### src/rtl/reorder_buffer.sv
// reorder_buffer
//   In-order retirement queue for the out-of-order core. Dispatch allocates
//   an entry at the tail and receives its tag, the writeback bus marks
//   entries complete by tag, and the oldest entry retires from the head
//   once it is complete. Retirement drives the renamer's register-write
//   indication and returns the superseded physical register. A flush
//   discards every in-flight entry in one cycle.
//
// Ports
//   clk, rst_n          clock, asynchronous active-low reset
//   alloc_valid         dispatch presents an instruction
//   alloc_uses_rw       instruction writes a destination register
//   alloc_rw_phy        new destination physical register
//   alloc_old_phy       previous mapping, freed at commit
//   alloc_ready         an entry is free (no bypass from same-cycle commit)
//   alloc_tag           tag the presented instruction receives (tail)
//   wb_valid, wb_tag    execute completion for an entry
//   flush               branch mispredict, discard everything
//   commit_valid        head entry retires this cycle
//   commit_reg_wr_en    retiring entry writes a register
//   commit_phy          retiring destination physical register
//   commit_old_phy      physical register returned to the free list
//   commit_tag          tag of the retiring entry (head)
//   count               number of occupied entries
module reorder_buffer #(
  parameter int ROB_DEPTH      = 16,
  parameter int ROB_DEPTH_BITS = 4
) (
  input  logic                      clk,
  input  logic                      rst_n,
  input  logic                      alloc_valid,
  input  logic                      alloc_uses_rw,
  input  logic [5:0]                alloc_rw_phy,
  input  logic [5:0]                alloc_old_phy,
  output logic                      alloc_ready,
  output logic [ROB_DEPTH_BITS-1:0] alloc_tag,
  input  logic                      wb_valid,
  input  logic [ROB_DEPTH_BITS-1:0] wb_tag,
  input  logic                      flush,
  output logic                      commit_valid,
  output logic                      commit_reg_wr_en,
  output logic [5:0]                commit_phy,
  output logic [5:0]                commit_old_phy,
  output logic [ROB_DEPTH_BITS-1:0] commit_tag,
  output logic [ROB_DEPTH_BITS:0]   count
);

  localparam logic [ROB_DEPTH_BITS:0] FULL_COUNT = (ROB_DEPTH_BITS+1)'(ROB_DEPTH);
  localparam logic [ROB_DEPTH_BITS:0] ONE_COUNT  = (ROB_DEPTH_BITS+1)'(1);
  localparam logic [ROB_DEPTH_BITS-1:0] ONE_PTR  = ROB_DEPTH_BITS'(1);

  logic [ROB_DEPTH-1:0]      valid_q;
  logic [ROB_DEPTH-1:0]      done_q;
  logic [ROB_DEPTH-1:0]      uses_rw_q;
  logic [5:0]                rw_phy_q  [ROB_DEPTH];
  logic [5:0]                old_phy_q [ROB_DEPTH];
  logic [ROB_DEPTH_BITS-1:0] head_q;
  logic [ROB_DEPTH_BITS-1:0] tail_q;
  logic [ROB_DEPTH_BITS:0]   count_q;

  logic alloc_fire;

  // Readiness looks only at the registered count, so a full buffer stays
  // closed for the cycle in which its head retires.
  assign alloc_ready = (count_q != FULL_COUNT);
  assign alloc_tag   = tail_q;
  assign alloc_fire  = alloc_valid & alloc_ready & ~flush;

  assign commit_valid     = valid_q[head_q] & done_q[head_q] & ~flush;
  assign commit_reg_wr_en = commit_valid & uses_rw_q[head_q];
  assign commit_phy       = commit_valid ? rw_phy_q[head_q]  : 6'd0;
  assign commit_old_phy   = commit_valid ? old_phy_q[head_q] : 6'd0;
  assign commit_tag       = head_q;
  assign count            = count_q;

  always_ff @(posedge clk or negedge rst_n) begin
    if (!rst_n) begin
      valid_q   <= '0;
      done_q    <= '0;
      uses_rw_q <= '0;
      for (int i = 0; i < ROB_DEPTH; i++) begin
        rw_phy_q[i]  <= 6'd0;
        old_phy_q[i] <= 6'd0;
      end
      head_q  <= '0;
      tail_q  <= '0;
      count_q <= '0;
    end else if (flush) begin
      valid_q <= '0;
      done_q  <= '0;
      head_q  <= '0;
      tail_q  <= '0;
      count_q <= '0;
    end else begin
      // The tail slot is never valid while allocation is possible, so a
      // writeback cannot collide with the done clear of a new entry.
      if (wb_valid && valid_q[wb_tag]) begin
        done_q[wb_tag] <= 1'b1;
      end

      if (commit_valid) begin
        valid_q[head_q] <= 1'b0;
        head_q          <= head_q + ONE_PTR;
      end

      if (alloc_fire) begin
        valid_q[tail_q]   <= 1'b1;
        done_q[tail_q]    <= 1'b0;
        uses_rw_q[tail_q] <= alloc_uses_rw;
        rw_phy_q[tail_q]  <= alloc_rw_phy;
        old_phy_q[tail_q] <= alloc_old_phy;
        tail_q            <= tail_q + ONE_PTR;
      end

      case ({alloc_fire, commit_valid})
        2'b10:   count_q <= count_q + ONE_COUNT;
        2'b01:   count_q <= count_q - ONE_COUNT;
        default: count_q <= count_q;
      endcase
    end
  end

endmodule
### config.mk
export PLATFORM = sky130hd
export DESIGN_NAME = reorder_buffer
export DESIGN_NICKNAME = d
export VERILOG_FILES = /design/src/rtl/reorder_buffer.sv
export SDC_FILE = /design/constraint.sdc
export NUM_CORES = 1
export LEC_CHECK = 0
export CORE_UTILIZATION = 55
export DETAILED_ROUTE_END_ITERATION = 8
export PLACE_DENSITY = 0.74
export SLEW_MARGIN = 10
export SYNTH_ARGS = -nofsm -noshare
export SYNTH_HDL_FRONTEND = slang
export SYNTH_SLANG_ARGS = --single-unit
### constraint.sdc
create_clock -name clk -period 3.2 [get_ports clk]
set_input_delay 0.96 -clock clk [delete_from_list [all_inputs] [get_ports clk]]
set_output_delay 0.96 -clock clk [all_outputs]
set_load 0.01 [all_outputs]
# --- Word level (Yosys, flattened, before mapping) ---
# Index checks and enable logic that the tools add are counted.
totals:
  word_cells: 118
  in_bits: 22
  ff_bits: 253
  output_inout_bits: 28
op_classes:
  order_cmp: 9
  mux: 41
  bitwise_logic: 14
  n_addsub: 4
  n_reduce_logical: 9
  n_eq_ne: 3
ops:
  columns: ["operator", "count"]
  rows:
  - ["96-bit bitwise mux", 2]
  - ["16-bit two-way mux", 8]
  - ["6-bit binary-select mux with 4-bit select", 2]
  - ["6-bit two-way mux", 7]
  - ["16-bit bitwise AND", 2]
  - ["16-bit inverter", 2]
  - ["16-bit bitwise OR", 2]
  - ["6-bit demux with 4-bit select", 1]
  - ["1-bit binary-select mux with 4-bit select", 4]
  - ["16-bit bitwise mux", 1]
  - ["4-bit two-way mux", 4]
  - ["4-bit by 5-bit < comparator with 1-bit output, second input constant", 3]
  - ["1-bit demux with 4-bit select", 3]
  - ["4-bit by 1-bit >= comparator with 1-bit output, second input constant", 3]
  - ["5-bit >= comparator, second input constant", 2]
  - ["4-bit inverter with 5-bit output", 2]
  - ["5-bit case mux with 2 select lines", 1]
  - ["4-bit by 1-bit adder with 4-bit output, second input constant", 2]
  - ["1-bit two-way mux", 7]
  - ["5-bit by 1-bit adder with 5-bit output, second input constant", 1]
  - ["1-bit bitwise AND", 5]
  - ["1-bit logical AND", 5]
  - ["5-bit by 1-bit < comparator with 1-bit output, second input constant", 1]
  - ["5-bit two-way mux", 1]
  - ["8 further kinds", 9]

# --- Logic depth before layout (Yosys ltp) ---
logic_depth:
  depth_word: 11
  ltp_mapped: 14
  depth_no_buf: 11

# --- Least setup slack after synthesis ---
# Ideal clock, no wire load.
synth_path:
  path_type: "reg2reg"
  startpoint: "register head_q[0] (netlist: commit_tag[0])"
  endpoint: "register count_q[4] (netlist: count[4])"
  setup_time_ps: 65
  t_arrival_ps: 3240
  path_buffers: 1
  synth_period_minus_slack_ps: 3305
  required_ps: 3135
  stages_incl_launch_ff: 13
  slack_ps: -105
  cell_sequence: "dfrtp_1 -> buf_6 -> mux4_1 -> nand2_1 -> nand4_1 -> nand2_1 -> nor3_1 -> ha_1 -> nor2b_1 -> o21a_1 -> or4b_1 -> a211oi_1 -> a311o_2"
synth_via:
  elab_chain_len: 7
  elab_cells_between_ends: 11
  classes_between: "2 x eq/ne; 6 x mux; 2 x bitwise; 1 x reduce/logical"
synth_rtl:
  columns: ["item", "line", "text"]
  rows:
  - ["start, declared", "57", "logic [ROB_DEPTH_BITS-1:0] head_q;"]
  - ["start signal, assigned", "103", "head_q <= head_q + ONE_PTR;"]
  - ["1-bit binary-select mux with 4-bit select", "69", "assign commit_valid = valid_q[head_q] & done_q[head_q] & ~flush;"]
  - ["1-bit two-way mux (implied by the code)", "69", null]
  - ["1-bit bitwise AND * (2 in a row)", "69", null]
  - ["2-bit by 1-bit equality test with 1-bit output / 2-bit equality test (equally long branches)", "115", "case ({alloc_fire, commit_valid})"]
  - ["5-bit case mux with 2 select lines", "115", null]
  - ["5-bit two-way mux", "88", "end else if (flush) begin"]
  - ["end signal, assigned", "116", "2'b10: count_q <= count_q + ONE_COUNT;"]
  - ["end signal, assigned", "117", "2'b01: count_q <= count_q - ONE_COUNT;"]
  - ["end signal, assigned", "118", "default: count_q <= count_q;"]
  - ["end, declared", "59", "logic [ROB_DEPTH_BITS:0] count_q;"]
# Every way passes the cells marked *; elsewhere a longest branch is shown, timed or not. The select of a mux whose other input is x is not followed.
# A chain may end at the register's enable or synchronous reset.

# --- Worst setup path after layout ---
layout_path:
  startpoint: "register head_q[0] (netlist: commit_tag[0])"
  endpoint: "output port commit_old_phy[3]"
layout_via:
  elab_chain_len: 5
  elab_cells_between_ends: 11
  classes_between: "8 x mux; 3 x bitwise"
layout_rtl:
  columns: ["item", "line", "text"]
  rows:
  - ["1-bit binary-select mux with 4-bit select / 4-bit inverter with 5-bit output (equally long branches)", "69, 72", null]
  - ["1-bit two-way mux (implied by the code) / 6-bit binary-select mux with 4-bit select (equally long branches)", "69, 72", null]
  - ["1-bit bitwise AND / 6-bit two-way mux (equally long branches) (2 in a row)", "69, 72", null]
  - ["6-bit two-way mux *", "72", "assign commit_old_phy = commit_valid ? old_phy_q[head_q] : 6'd0;"]
  - ["end, declared", "43", "output logic [5:0] commit_old_phy,"]
# Marks and branches as above.

==> impl_metrics.py <==
metrics = {
    "outcome": {
        "outcome": "finished, violations left",
        "violations": "setup timing",
    },
    "pwr": {
        "power.density_mw_per_mm2": 491,
        "p_leak_nw": 6.82,
        "p_int_mw": 5.68,
        "switchingPower_mw": 1.70,
        "ir_drop_v": 0.000411,
        "p_sw_share_pct": 23.0,
        "seqPwrFrac_pct": 48.1,
        "comb_power_share_pct": 9.2,
        "clock_power_share_pct": 42.7,
        "power.total_mw": 7.38,
    },
    "sta": {
        "slew_headroom_pct": 56.1,
        "post-route-period-util_pct": 115,
        "fmax_mhz": 273,
        "rsz0062_at_grt": "yes",
        "fin_crit_ns": 3.67,
        "setup-violations-final": 16,
        "fin_skew_ns": 0.0143,
        "finalMaxSlewViolations": 0,
        "hold_viol_final": 0,
        "fin_ws_ns": -0.466,
        "worst_pin_slew_ns": 0.658,
    },
    "grt": {
        "overflow": 0,
        "antenna_found_initial": 0,
        "grt_pass1_vias": 8645,
        "grt_max_degree": 81,
        "grt_usage_pct": 29.9,
        "grt_pass1_wl_um": 51200,
    },
    "worst_setup_path": {
        "slowest_stage": "dfrtp_4",
        "crit_chain": "buf_12 -> buf_12 -> mux4_2 -> nand3_2 -> and4_4 -> nor2_4 -> buf_6 -> buf_6 -> and3_4 -> buf_6",
        "path_common_cell": "buf_6",
        "path_class": "flop to primary output",
        "setup.worst_path.start": "commit_tag[0]",
        "worstPathArrival_ns": 2.71,
        "slowest_delay_ns": 0.49,
        "worstPathMaxFanout": 6,
        "start_kind": "flop",
        "cp-end-kind": "primary output",
        "r2r-start": "commit_tag[0]",
        "cp_data_required_time_ns": 2.24,
    },
    "yosys": {
        "synth.yosys.seq_area_share_pct": 51.4,
        "syn_inst": 844,
        "async_reset_ff_share_pct": 100,
        "syn_nets": 878,
        "ys_warn_count": 0,
        "synth_ff_type": "dfrtp_1",
        "synth_cell_types": 51,
        "synth_area_per_cell_um2": 14.6,
        "synth-seq-cells": 253,
        "synth-edff-count": 0,
        "netlist_area_mm2": 0.0123,
    },
    "run": {
        "maxCapViolations": 0,
    },
    "placed_design": {
        "io_buffers": 49,
        "hpwl_um": 19100,
        "place_area_mm2": 0.0137,
        "routabilityCongestion": 0.902,
    },
    "detailed_routing": {
        "wirelength_um": 31800,
        "via_count": 8068,
        "avgViaCountPerCell": 6.49,
        "route.detailed.drc": 0,
        "drtPass1Iterations": 5,
        "routedWlPerCell_um": 25.6,
        "ant_nets": 0,
        "drt-initial-drc-count": 535,
    },
    "finish": {
        "final_nets": 978,
        "area_growth_pct": 21.8,
        "final_cell_area_mm2": 0.0150,
        "n_antenna_cell": 0,
        "fillCellCount": 1466,
        "drive_above_1_share_pct": 50.7,
    },
    "clocking": {
        "cts_buffer_depth": 3,
        "clk_latency_ns": 0.54,
        "cts_made_buffers": 27,
        "h-tree-depth": 1,
        "root_buffer": "clkbuf_16",
        "cts_num_sinks": 253,
        "cts_tree": "yes",
        "clk_pin_slew_worst_paths_ns": 0.06,
    },
    "die": {
        "dieArea_mm2": 0.0230,
        "die_y_um": 152,
        "ios": 50,
        "die_w_um": 152,
        "start_util_pct": 56.3,
        "core-area_mm2": 0.0219,
        "row_count": 54,
    },
    "hold_path": {
        "worst_hold_path_type": "primary input to async pin",
    },
}
[state kept, by name, indices dropped and copies added (netlist names)]
signal / count
uses_rw_q: 16
valid_q: 16
old_phy_q: 96
count: 5
rw_phy_q: 96
done_q: 16
commit_tag: 4
alloc_tag: 4
[timing repair]
action / CTS / global route
endpoints found under the setup margin: 17 / 18
buffers inserted: 19 / 2
pin swaps: 17 / 12
gates cloned: 5 / 0
gates resized for setup: 112 / 17
hold buffers: 0 / 0
[path summary, 6_finish.rpt]
| kind | end | slack (ns) | cells past startpoint |
|---|---|---|---|
| worst max-delay path | commit_old_phy[3] | -0.47 | 10 |
| worst min-delay path | rw_phy_q[67] | 0.40 | 1 |
| worst max register to register | count[4] | -0.28 | 16 |
| worst min register to register | old_phy_q[14] | 0.50 | 1 |
| max in group asynchronous | old_phy_q[37] | 2.07 | 2 |
| min in group clk | old_phy_q[14] | 0.50 | 1 |
[cell usage in the layout (no fill, tap or decap), types with 9 or more instances in the layout]
cell	synthesis	routed
dfrtp_1	253	250
mux2_2	200	200
mux4_2	76	77
buf_4	13	56
clkdlybuf4s50_1	0	33
clkbuf_16	0	27
buf_12	0	24
buf_6	4	22
nand2_1	23	18
nand3_1	21	18
a21oi_1	18	17
nor2_1	17	15
o31ai_1	14	14
a31oi_1	13	13
and3_4	0	13
a22oi_1	12	12
nand3_2	6	9
inv_1	9	9
ha_1	11	9
[per-layer routing]
layer / GRT usage (%) / share of wire (%)
met3: 5.66 / 6.7
met1: 40.9 / 41
met5: 0 / 0
met2: 48.7 / 50
met4: 9.16 / 3.0
[logic make-up (layout without fill, tap and decap cells)]
kind of cell	Yosys count	after routing	synth area share, %
DFF	253	253	51.4
adders and majority gates	12	12	1.28
buffers and inverters	83	202	3.37
and+or+nand+nor	119	119	5.31
xor gates and xnor gates	5	5	0.355
AOI/OAI and AO/OA	87	87	4.97
muxes	285	285	33.3
[cell type report]
class,count,area (um^2),share of cell area [%]
Sequential cell,253,6340,42.2
Multi-Input combinational cell,508,5740,38.2
Timing Repair Buffer,144,1650,11.0
Clock buffer,36,749,4.99
Tap cell,280,350,2.33
Clock inverter,12,148,0.983
Inverter,10,37.5,0.250
[metrics by stage]
step           setup WS (ns)  util, %  hold WS, ns  TNS [ns]  instances
2_1_floorplan       -0.00934        -        0.474  -0.00934        844
3_3_place_gp          -0.391     62.5        0.482     -4.67       1176
3_5_place_dp          -0.398     62.5        0.488     -4.77       1176
4_1_cts               -0.534     68.7        0.443     -6.38       1248
5_1_grt               -0.510     68.6        0.476     -7.05       1243
6_report              -0.466     68.6        0.400     -6.13       1243
[synth_stat cells, drive strengths merged, types with 8 or more instances]
| cell type | n | share of area, % |
|---|---|---|
| nor3 | 8 | 0.32 |
| buf | 40 | 2.1 |
| a22oi | 12 | 0.73 |
| nor2 | 18 | 0.57 |
| clkbuf | 33 | 1.0 |
| and3 | 17 | 0.86 |
| nand3 | 27 | 1.3 |
| dfrtp | 253 | 51 |
| a31oi | 13 | 0.66 |
| a21oi | 18 | 0.73 |
| mux2 | 208 | 19 |
| nand2 | 23 | 0.70 |
| mux4 | 77 | 14 |
| ha | 11 | 1.1 |
| inv | 9 | 0.27 |
| nor2b | 9 | 0.46 |
| o31ai | 14 | 0.85 |
[power by group through the flow]
stage | combinational, mW | sequential (mW) | clock, mW
3_5_place_dp | 0.666 | 3.59 | 0
4_1_cts | 0.676 | 3.54 | 3.20
3_3_place_gp | 0.631 | 3.57 | 0
5_1_grt | 0.737 | 3.57 | 3.34
6_report | 0.678 | 3.55 | 3.15
2_1_floorplan | 0.431 | 3.55 | 0
[critical path: cells and delay by family (launching register included)]
kind	cells	cell delay, ns
buffers and inverters	5	0.66
flip-flops	1	0.49
multiplexers	1	0.46
AND/OR/NAND/NOR	4	0.57
(Power assumes the default switching activity.)
